`src/rtl/otter_hazard_ctrl_if.sv`:
```
// Hazard controller bus: ID-stage metadata and redirect/interrupt requests in,
// pipeline register enables, forwarding selects, trap pulse and perf counters out.
// Ports (all signals):
//   ID_VALID, ID_RS1, ID_RS2, ID_USES_RS1, ID_USES_RS2, ID_RD, ID_REG_WRITE,
//   ID_IS_LOAD, EX_REDIRECT, INTR               : pipeline -> controller
//   PC_WRITE, IF_ID_WRITE, IF_ID_FLUSH, ID_EX_BUBBLE, FWD_A_SEL, FWD_B_SEL,
//   TRAP_TAKE, STALL_CNT, FLUSH_CNT             : controller -> pipeline
// Modports: master = pipeline side, slave = controller side.
interface otter_hazard_ctrl_if #(
    parameter int unsigned NSTAGES = 3,
    parameter int unsigned RA_W    = 5,
    parameter int unsigned CNT_W   = 16
);
    localparam int unsigned FWD_W = $clog2(NSTAGES);

    logic             ID_VALID;
    logic [RA_W-1:0]  ID_RS1;
    logic [RA_W-1:0]  ID_RS2;
    logic             ID_USES_RS1;
    logic             ID_USES_RS2;
    logic [RA_W-1:0]  ID_RD;
    logic             ID_REG_WRITE;
    logic             ID_IS_LOAD;
    logic             EX_REDIRECT;
    logic             INTR;

    logic             PC_WRITE;
    logic             IF_ID_WRITE;
    logic             IF_ID_FLUSH;
    logic             ID_EX_BUBBLE;
    logic [FWD_W-1:0] FWD_A_SEL;
    logic [FWD_W-1:0] FWD_B_SEL;
    logic             TRAP_TAKE;
    logic [CNT_W-1:0] STALL_CNT;
    logic [CNT_W-1:0] FLUSH_CNT;

    modport master (
        output ID_VALID, ID_RS1, ID_RS2, ID_USES_RS1, ID_USES_RS2,
               ID_RD, ID_REG_WRITE, ID_IS_LOAD, EX_REDIRECT, INTR,
        input  PC_WRITE, IF_ID_WRITE, IF_ID_FLUSH, ID_EX_BUBBLE,
               FWD_A_SEL, FWD_B_SEL, TRAP_TAKE, STALL_CNT, FLUSH_CNT
    );

    modport slave (
        input  ID_VALID, ID_RS1, ID_RS2, ID_USES_RS1, ID_USES_RS2,
               ID_RD, ID_REG_WRITE, ID_IS_LOAD, EX_REDIRECT, INTR,
        output PC_WRITE, IF_ID_WRITE, IF_ID_FLUSH, ID_EX_BUBBLE,
               FWD_A_SEL, FWD_B_SEL, TRAP_TAKE, STALL_CNT, FLUSH_CNT
    );
endinterface

```
`src/rtl/otter_hazard_ctrl.sv`:
```
// Pipeline hazard and sequencing controller for the pipelined OTTER core.
// Tracks post-decode instructions in a shifting scoreboard (slot 0 = EX ...
// slot NSTAGES-1 = WB) and derives PC/IF-ID enables, load-use stalls,
// redirect flushes, EX forwarding selects and a drain-then-trap interrupt
// sequence. Saturating stall/flush event counters are kept for profiling.
// Ports:
//   CLK    : clock, rising edge
//   RST_N  : asynchronous active-low reset
//   bus    : otter_hazard_ctrl_if slave modport (see interface header)
module otter_hazard_ctrl #(
    parameter int unsigned NSTAGES  = 3,
    parameter int unsigned LOAD_LAT = 1,
    parameter int unsigned RA_W     = 5,
    parameter int unsigned CNT_W    = 16
) (
    input  logic               CLK,
    input  logic               RST_N,
    otter_hazard_ctrl_if.slave bus
);
    localparam int unsigned FWD_W  = $clog2(NSTAGES);
    localparam int unsigned DCNT_W = 3;

    typedef enum logic [1:0] {RUN = 2'd0, DRAIN = 2'd1, TRAP = 2'd2} state_t;

    typedef struct packed {
        logic            valid;
        logic [RA_W-1:0] rd;
        logic            reg_write;
        logic            is_load;
    } slot_t;

    state_t            state_q, state_d;
    logic [DCNT_W-1:0] dcnt_q, dcnt_d;
    slot_t             slot_q [NSTAGES];
    logic [RA_W-1:0]   ex_rs1_q, ex_rs2_q;
    logic              ex_uses_rs1_q, ex_uses_rs2_q;
    logic [CNT_W-1:0]  stall_cnt_q, flush_cnt_q;

    logic              pc_write, if_id_write, if_id_flush, id_ex_bubble, trap_take;
    logic              load_use, stall_evt, issue;
    logic [FWD_W-1:0]  fwd_a, fwd_b;

    // A slot produces rs when it writes it back; x0 is never a dependency.
    function automatic logic match(input slot_t s, input logic [RA_W-1:0] rs);
        return s.valid && s.reg_write && (s.rd == rs) && (rs != '0);
    endfunction

    // Load-use hazard: ID consumes a load result not yet forwardable.
    always_comb begin
        load_use = 1'b0;
        for (int j = 0; j < int'(LOAD_LAT); j++) begin
            if (slot_q[j].is_load) begin
                if (bus.ID_USES_RS1 && match(slot_q[j], bus.ID_RS1)) load_use = 1'b1;
                if (bus.ID_USES_RS2 && match(slot_q[j], bus.ID_RS2)) load_use = 1'b1;
            end
        end
        load_use = load_use && bus.ID_VALID;
    end

    // Forwarding selects; scanning oldest-first lets the youngest producer win.
    always_comb begin
        fwd_a = '0;
        fwd_b = '0;
        for (int k = int'(NSTAGES) - 1; k >= 1; k--) begin
            if (slot_q[0].valid && ex_uses_rs1_q && match(slot_q[k], ex_rs1_q)) fwd_a = FWD_W'(k);
            if (slot_q[0].valid && ex_uses_rs2_q && match(slot_q[k], ex_rs2_q)) fwd_b = FWD_W'(k);
        end
    end

    // Next-state and control outputs, highest priority last-overriding via case order.
    always_comb begin
        state_d      = state_q;
        dcnt_d       = dcnt_q;
        pc_write     = 1'b1;
        if_id_write  = 1'b1;
        if_id_flush  = 1'b0;
        id_ex_bubble = 1'b0;
        trap_take    = 1'b0;
        stall_evt    = 1'b0;
        unique case (state_q)
            TRAP: begin
                trap_take    = 1'b1;
                if_id_flush  = 1'b1;
                id_ex_bubble = 1'b1;
                state_d      = RUN;
            end
            DRAIN: begin
                pc_write     = 1'b0;
                if_id_write  = 1'b0;
                id_ex_bubble = 1'b1;
                // Counter holds the drain cycles still owed including this one.
                if (dcnt_q <= DCNT_W'(1)) state_d = TRAP;
                else                      dcnt_d  = dcnt_q - DCNT_W'(1);
            end
            default: begin
                if (bus.EX_REDIRECT) begin
                    if_id_flush  = 1'b1;
                    id_ex_bubble = 1'b1;
                end else if (bus.INTR) begin
                    // Hold the ID instruction as the MEPC target while the pipe drains.
                    pc_write     = 1'b0;
                    if_id_write  = 1'b0;
                    id_ex_bubble = 1'b1;
                    state_d      = DRAIN;
                    dcnt_d       = DCNT_W'(NSTAGES - 1);
                end else if (load_use) begin
                    pc_write     = 1'b0;
                    if_id_write  = 1'b0;
                    id_ex_bubble = 1'b1;
                    stall_evt    = 1'b1;
                end
            end
        endcase
        if (!RST_N) begin
            pc_write     = 1'b0;
            if_id_write  = 1'b0;
            if_id_flush  = 1'b1;
            id_ex_bubble = 1'b1;
            trap_take    = 1'b0;
            stall_evt    = 1'b0;
            state_d      = RUN;
        end
    end

    assign issue = bus.ID_VALID && !id_ex_bubble;

    // FSM state and drain counter.
    always_ff @(posedge CLK or negedge RST_N) begin
        if (!RST_N) begin
            state_q <= RUN;
            dcnt_q  <= '0;
        end else begin
            state_q <= state_d;
            dcnt_q  <= dcnt_d;
        end
    end

    // Scoreboard shift; slot 0 takes the issuing ID instruction or a bubble.
    always_ff @(posedge CLK or negedge RST_N) begin
        if (!RST_N) begin
            for (int i = 0; i < int'(NSTAGES); i++) slot_q[i] <= '0;
            ex_rs1_q      <= '0;
            ex_rs2_q      <= '0;
            ex_uses_rs1_q <= 1'b0;
            ex_uses_rs2_q <= 1'b0;
        end else begin
            for (int i = 1; i < int'(NSTAGES); i++) slot_q[i] <= slot_q[i-1];
            slot_q[0]     <= issue ? slot_t'{valid: 1'b1, rd: bus.ID_RD,
                                             reg_write: bus.ID_REG_WRITE,
                                             is_load: bus.ID_IS_LOAD} : '0;
            ex_rs1_q      <= issue ? bus.ID_RS1 : '0;
            ex_rs2_q      <= issue ? bus.ID_RS2 : '0;
            ex_uses_rs1_q <= issue && bus.ID_USES_RS1;
            ex_uses_rs2_q <= issue && bus.ID_USES_RS2;
        end
    end

    // Saturating performance counters.
    always_ff @(posedge CLK or negedge RST_N) begin
        if (!RST_N) begin
            stall_cnt_q <= '0;
            flush_cnt_q <= '0;
        end else begin
            if (stall_evt && (stall_cnt_q != '1))   stall_cnt_q <= stall_cnt_q + CNT_W'(1);
            if (if_id_flush && (flush_cnt_q != '1)) flush_cnt_q <= flush_cnt_q + CNT_W'(1);
        end
    end

    assign bus.PC_WRITE     = pc_write;
    assign bus.IF_ID_WRITE  = if_id_write;
    assign bus.IF_ID_FLUSH  = if_id_flush;
    assign bus.ID_EX_BUBBLE = id_ex_bubble;
    assign bus.TRAP_TAKE    = trap_take;
    assign bus.FWD_A_SEL    = RST_N ? fwd_a : '0;
    assign bus.FWD_B_SEL    = RST_N ? fwd_b : '0;
    assign bus.STALL_CNT    = stall_cnt_q;
    assign bus.FLUSH_CNT    = flush_cnt_q;
endmodule

```
`src/flat_wrapper.sv`:
```
// flat-port wrapper written by rule: the top's interface ports become plain ports
module otter_hazard_ctrl_flat 
#(
    parameter int unsigned NSTAGES  = 3,
    parameter int unsigned LOAD_LAT = 1,
    parameter int unsigned RA_W     = 5,
    parameter int unsigned CNT_W    = 16
)
  (CLK, RST_N, bus_ID_VALID, bus_ID_RS1, bus_ID_RS2, bus_ID_USES_RS1, bus_ID_USES_RS2, bus_ID_RD, bus_ID_REG_WRITE, bus_ID_IS_LOAD, bus_EX_REDIRECT, bus_INTR, bus_PC_WRITE, bus_IF_ID_WRITE, bus_IF_ID_FLUSH, bus_ID_EX_BUBBLE, bus_FWD_A_SEL, bus_FWD_B_SEL, bus_TRAP_TAKE, bus_STALL_CNT, bus_FLUSH_CNT);
  otter_hazard_ctrl_if #(.NSTAGES(NSTAGES), .RA_W(RA_W), .CNT_W(CNT_W)) bus_i ();
  input  logic CLK;
  input  logic RST_N;
  input wire logic [$bits(bus_i.ID_VALID)-1:0] bus_ID_VALID;
  input wire logic [$bits(bus_i.ID_RS1)-1:0] bus_ID_RS1;
  input wire logic [$bits(bus_i.ID_RS2)-1:0] bus_ID_RS2;
  input wire logic [$bits(bus_i.ID_USES_RS1)-1:0] bus_ID_USES_RS1;
  input wire logic [$bits(bus_i.ID_USES_RS2)-1:0] bus_ID_USES_RS2;
  input wire logic [$bits(bus_i.ID_RD)-1:0] bus_ID_RD;
  input wire logic [$bits(bus_i.ID_REG_WRITE)-1:0] bus_ID_REG_WRITE;
  input wire logic [$bits(bus_i.ID_IS_LOAD)-1:0] bus_ID_IS_LOAD;
  input wire logic [$bits(bus_i.EX_REDIRECT)-1:0] bus_EX_REDIRECT;
  input wire logic [$bits(bus_i.INTR)-1:0] bus_INTR;
  output wire logic [$bits(bus_i.PC_WRITE)-1:0] bus_PC_WRITE;
  output wire logic [$bits(bus_i.IF_ID_WRITE)-1:0] bus_IF_ID_WRITE;
  output wire logic [$bits(bus_i.IF_ID_FLUSH)-1:0] bus_IF_ID_FLUSH;
  output wire logic [$bits(bus_i.ID_EX_BUBBLE)-1:0] bus_ID_EX_BUBBLE;
  output wire logic [$bits(bus_i.FWD_A_SEL)-1:0] bus_FWD_A_SEL;
  output wire logic [$bits(bus_i.FWD_B_SEL)-1:0] bus_FWD_B_SEL;
  output wire logic [$bits(bus_i.TRAP_TAKE)-1:0] bus_TRAP_TAKE;
  output wire logic [$bits(bus_i.STALL_CNT)-1:0] bus_STALL_CNT;
  output wire logic [$bits(bus_i.FLUSH_CNT)-1:0] bus_FLUSH_CNT;
  assign bus_i.ID_VALID = bus_ID_VALID;
  assign bus_i.ID_RS1 = bus_ID_RS1;
  assign bus_i.ID_RS2 = bus_ID_RS2;
  assign bus_i.ID_USES_RS1 = bus_ID_USES_RS1;
  assign bus_i.ID_USES_RS2 = bus_ID_USES_RS2;
  assign bus_i.ID_RD = bus_ID_RD;
  assign bus_i.ID_REG_WRITE = bus_ID_REG_WRITE;
  assign bus_i.ID_IS_LOAD = bus_ID_IS_LOAD;
  assign bus_i.EX_REDIRECT = bus_EX_REDIRECT;
  assign bus_i.INTR = bus_INTR;
  assign bus_PC_WRITE = bus_i.PC_WRITE;
  assign bus_IF_ID_WRITE = bus_i.IF_ID_WRITE;
  assign bus_IF_ID_FLUSH = bus_i.IF_ID_FLUSH;
  assign bus_ID_EX_BUBBLE = bus_i.ID_EX_BUBBLE;
  assign bus_FWD_A_SEL = bus_i.FWD_A_SEL;
  assign bus_FWD_B_SEL = bus_i.FWD_B_SEL;
  assign bus_TRAP_TAKE = bus_i.TRAP_TAKE;
  assign bus_STALL_CNT = bus_i.STALL_CNT;
  assign bus_FLUSH_CNT = bus_i.FLUSH_CNT;
  otter_hazard_ctrl #(.NSTAGES(NSTAGES), .LOAD_LAT(LOAD_LAT), .RA_W(RA_W), .CNT_W(CNT_W)) u_core (.CLK(CLK), .RST_N(RST_N), .bus(bus_i));
endmodule
```
`config.mk`:
```
export PLATFORM = sky130hd
export DESIGN_NAME = otter_hazard_ctrl_flat
export DESIGN_NICKNAME = d
export VERILOG_FILES = /design/src/rtl/otter_hazard_ctrl_if.sv /design/src/rtl/otter_hazard_ctrl.sv /design/src/flat_wrapper.sv
export SDC_FILE = /design/constraint.sdc
export NUM_CORES = 1
export LEC_CHECK = 0
export CORE_MARGIN = 2
export CORE_UTILIZATION = 50
export CTS_CLUSTER_SIZE = 40
export DETAILED_ROUTE_END_ITERATION = 16
export PLACE_DENSITY = 0.77
export SETUP_SLACK_MARGIN = 0.4
export SLEW_MARGIN = 10
export SYNTH_ARGS = -nofsm -noshare
export SYNTH_HDL_FRONTEND = slang
export SYNTH_SLANG_ARGS = --single-unit
```
`constraint.sdc`:
```
create_clock -name CLK -period 2.65 [get_ports CLK]
set_input_delay 0.3975 -clock CLK [delete_from_list [all_inputs] [get_ports CLK]]
set_output_delay 0.3975 -clock CLK [all_outputs]
set_load 0.01 [all_outputs]
```
==> summary.md <==
| Metric | Value |
|---|---|
| Most instantiated cells after synthesis | dfrtp_1 (71), xnor2_1 (34), and2_1 (21), xor2_1 (21) |
| Maximum VDD drop | 344 uV |
| Synth area leader | dfrtp_1 |
| GR Overflow Total | 0 |
| Most frequent cell after synthesis | dfrtp_1 |
| Post-route DRC | 1 |
| Delay of the slowest cell on the worst path | 0.41 ns |
| GPL Wtd Cong | 0.793 |
| Hold WC Path Type | in2async |
| Row count | 29 |
| CTS max path bufs | 2 |
| Met3 usage | 4.72% |
| WL/cell | ~15 um |
| Initial antenna violation count | 0 |
| Setup violators final | 0 |
| Violated checks | DRC |
| Initial DRC Count | 112 |
| Fin. max-slew vios | 0 |
| Achievable clock frequency | between 400 and 500 MHz |
| Syn nets | 328 |
| Mapped Cells | 298 |
| Pwr Total | 2.78 mW |
| Crit-path max FO | 3 |
| Worst path buffer plus inverter count | 1 |
| H-tree levels | 3 |
| CTS tree | yes |
| Share of flip-flops with an asynchronous set or reset | 100% |
| Nets@finish | approximately 430 |
| Critical Path Sink | bus_PC_WRITE |
| Met2 Use GR | approximately a third |
| Worst reg2reg setup slack | around 0.60 ns |
| First-pass GRT wire length | roughly 12000 um |
| Outcome | complete, but fails checks |
| Routed WL | 7060 um |
| Max stage delay cell, worst path | dfrtp_1 |
| R2R cell count | 7 |
| Share of cells above drive strength 1 | 18.8% |
| Ports | between 60 and 70 |
| Fin cells | 477 |
| Setup TNS | 0 ns |
| Global route hottest layer | met2 |
| Reg clk slew, reported paths | 0.08 ns |
| Final hold vios | 0 |
| Clk root buf | clkbuf_8 |
| Sink Count | 71 |
| Switching part of the total | between 20% and 30% |
| Vias in the first global route | between 2k and 3k |
| Core Region | 6420 sq um |
| Avg Vias per Cell | 5.35 |
| Post-Syn Area | 3350 sq um |
| Vias | 2550 |
| Port bufs | 64 |
| Critical path data arrival time | 1.90 ns |
| Global Route Usage Sum | approximately 21% |
| Starting Density | 52.1% |
| Slew @ Worst Pin | 0.502 ns |
| Ant. Diodes | 0 |
| Internal power | 2.05 mW |
| Synth Area per Inst | about 11 sq um |
| Psw | 0.735 mW |
| Clk Latency, worst-skew pair | 0.34 ns |
| Main area contributors after synthesis | dfrtp_1 (53%), xnor2_1 (8.9%), xor2_1 (5.5%) |
| Die area | 7360 sq um |
| Reg2Reg Launch Point | u_core.state_q[1] |
| RSZ-0062 raised after global routing | true |
| Yosys warnings | 0 |
| Final WS setup | ~0.36 ns |
| Crit. path cell count | 7 |
| Drt pass-1 iters | 10 |
| Sequential share of power | ~46% |
| CP cell instances | xor2_1, nor2_1, and4b_1, a41o_1, o21a_1, nor3_2, buf_2 |
| Die width | 85.8 um |
| Post-DRT Antenna Nets | 0 |
| Distinct cell type count after synthesis | 49 |
| Area grow syn2layout | 33.5% |
| GR Util met1 | 27.4% |
| Post-synth EDFFs | 0 |
| Synth top area share | a little over half |
| Worst clock skew | about 0.01 ns |
| TritonCTS Buffers | 9 |
| Worst path required time | about 2.3 ns |
| Placed Cells | 444 |
| Critical path endpoint category | output pin |
| Clock Power Share | 34.9% |
| Hold Slack | 0.143 ns |
| Ys flop type | dfrtp_1 |
| Period utilization | 86.5% |
| MaxCap Viol Count | 0 |
| Reg2reg end | u_core.bus.STALL_CNT[1] |
| Number of synthesized register bits | 71 |
| Hpwl dp | 5040 um |
| Slew margin rel. | 66.3% |
| Pleak | 2.14 nW |
| Dpl ws | -0.336 ns |
| Die Y | 85.8 um |
| CP top delay family | compound AO/OA/AOI/OAI gates |
| PD cells | 623 nW/um^2 |
| Crit path time final | roughly 2.3 ns |
| Critical Path Source Type | flip-flop |
| Post-synthesis sequential area ratio | 53.1% |
| Pin count of the biggest net entering global routing | 37 |
| Crit Path Class | reg2out |
| Comb power frac | a little under a fifth |
| Critical Path Source | u_core.slot_q[19] |
kinds of logic after synthesis:
logic type | Yosys count | synth area share, %
and+or+nand+nor | 124 | 21.5
DFF | 71 | 53.1
xor gates and xnor gates | 55 | 14.4
AOI/OAI and AO/OA | 22 | 5.12
buffers and inverters | 16 | 2.21
adders and majority gates | 6 | 2.24
muxes | 4 | 1.42
per-layer routing:
| metal | share of wire (%) | up-vias |
|---|---|---|
| met3 | 4.3 | 4 |
| li1 | - | 1226 |
| met1 | 44 | 1256 |
| met2 | 51 | 64 |
| met5 | 0 | - |
| met4 | 0.65 | 0 |
power by group through the flow:
stage / clock network (mW) / registers [mW] / logic, mW
final: 0.971 / 1.28 / 0.533
after global routing: 1.04 / 1.30 / 0.591
after CTS: 0.989 / 1.28 / 0.534
after detailed placement: 0 / 1.30 / 0.524
after global placement: 0 / 1.30 / 0.506
after floorplan: 0 / 1.31 / 0.260
cell usage in the layout, fill, tap and decap left out, types with 2 or more instances in the layout:
master           count
a21o_1               2
dlygate4sd2_1        7
xnor2_1             34
clkdlybuf4s50_1     45
ha_1                 5
a22o_1               2
nor2b_1              2
bufinv_16            2
nand2b_1             2
o311a_1              2
nand4_1             12
nand3_1             17
clkbuf_2             4
and4_1               2
buf_6                2
dfrtp_1             71
buf_4               24
nor2_1              12
nor2_4               2
xor2_1              21
inv_1                7
or3_1                2
buf_2                7
and3_1               7
clkinvlp_4           2
nor4_2               2
o21ai_0              3
nor3_2               3
and4_4               2
a21oi_1              2
inv_2                4
nor3_1               8
nor4_1               6
and2_1              21
nand2_1             17
clkbuf_8            11
repair_timing:
action	in CTS	in global routing
buffers inserted	13	3
hold buffers	1	0
endpoints found under the setup margin	8	7
endpoints found under the hold margin	3	0
gates resized for setup	46	12
pin swaps	15	8
through the flow:
step / utilization [%] / area (sq um)
after global placement: 64.2 / 4130
after CTS: 69.1 / 4440
final: 69.6 / 4470
after global routing: 69.6 / 4470
after floorplan: - / 3350
after detailed placement: 64.2 / 4130
sequential cells by signal, summed over array words and instances, names as in the netlist:
| signal | cells |
|---|---|
| u_core.bus.FLUSH_CNT | 16 |
| u_core.bus.STALL_CNT | 16 |
| u_core.dcnt_q | 3 |
| u_core.ex_rs1_q | 5 |
| u_core.ex_rs2_q | 5 |
| u_core.ex_uses_rs1_q | 1 |
| u_core.ex_uses_rs2_q | 1 |
| u_core.slot_q | 22 |
| u_core.state_q | 2 |
worst min path at each step:
stage | slack (ns) | cells past startpoint | from | to
6_report | 0.14 | 2 | RST_N | u_core.bus.STALL_CNT[6]
5_1_grt | 0.18 | 2 | RST_N | u_core.bus.STALL_CNT[6]
4_1_cts | 0.15 | 2 | RST_N | u_core.bus.STALL_CNT[14]
3_5_place_dp | 0.24 | 1 | RST_N | u_core.slot_q[18]
3_3_place_gp | 0.24 | 1 | RST_N | u_core.slot_q[19]
2_1_floorplan | 0.10 | 0 | RST_N | u_core.bus.FLUSH_CNT[0]
cell type report:
| cell class | instances | area [sq um] |
|---|---|---|
| Clock buffer | 11 | 151 |
| Clock inverter | 5 | 80.1 |
| Fill cell | 456 | 1960 |
| Inverter | 11 | 41.3 |
| Multi-Input combinational cell | 211 | 1530 |
| Sequential cell | 71 | 1780 |
| Tap cell | 77 | 96.3 |
| Timing Repair Buffer | 91 | 791 |
No activity file was read; power rests on OpenSTA's default activity.
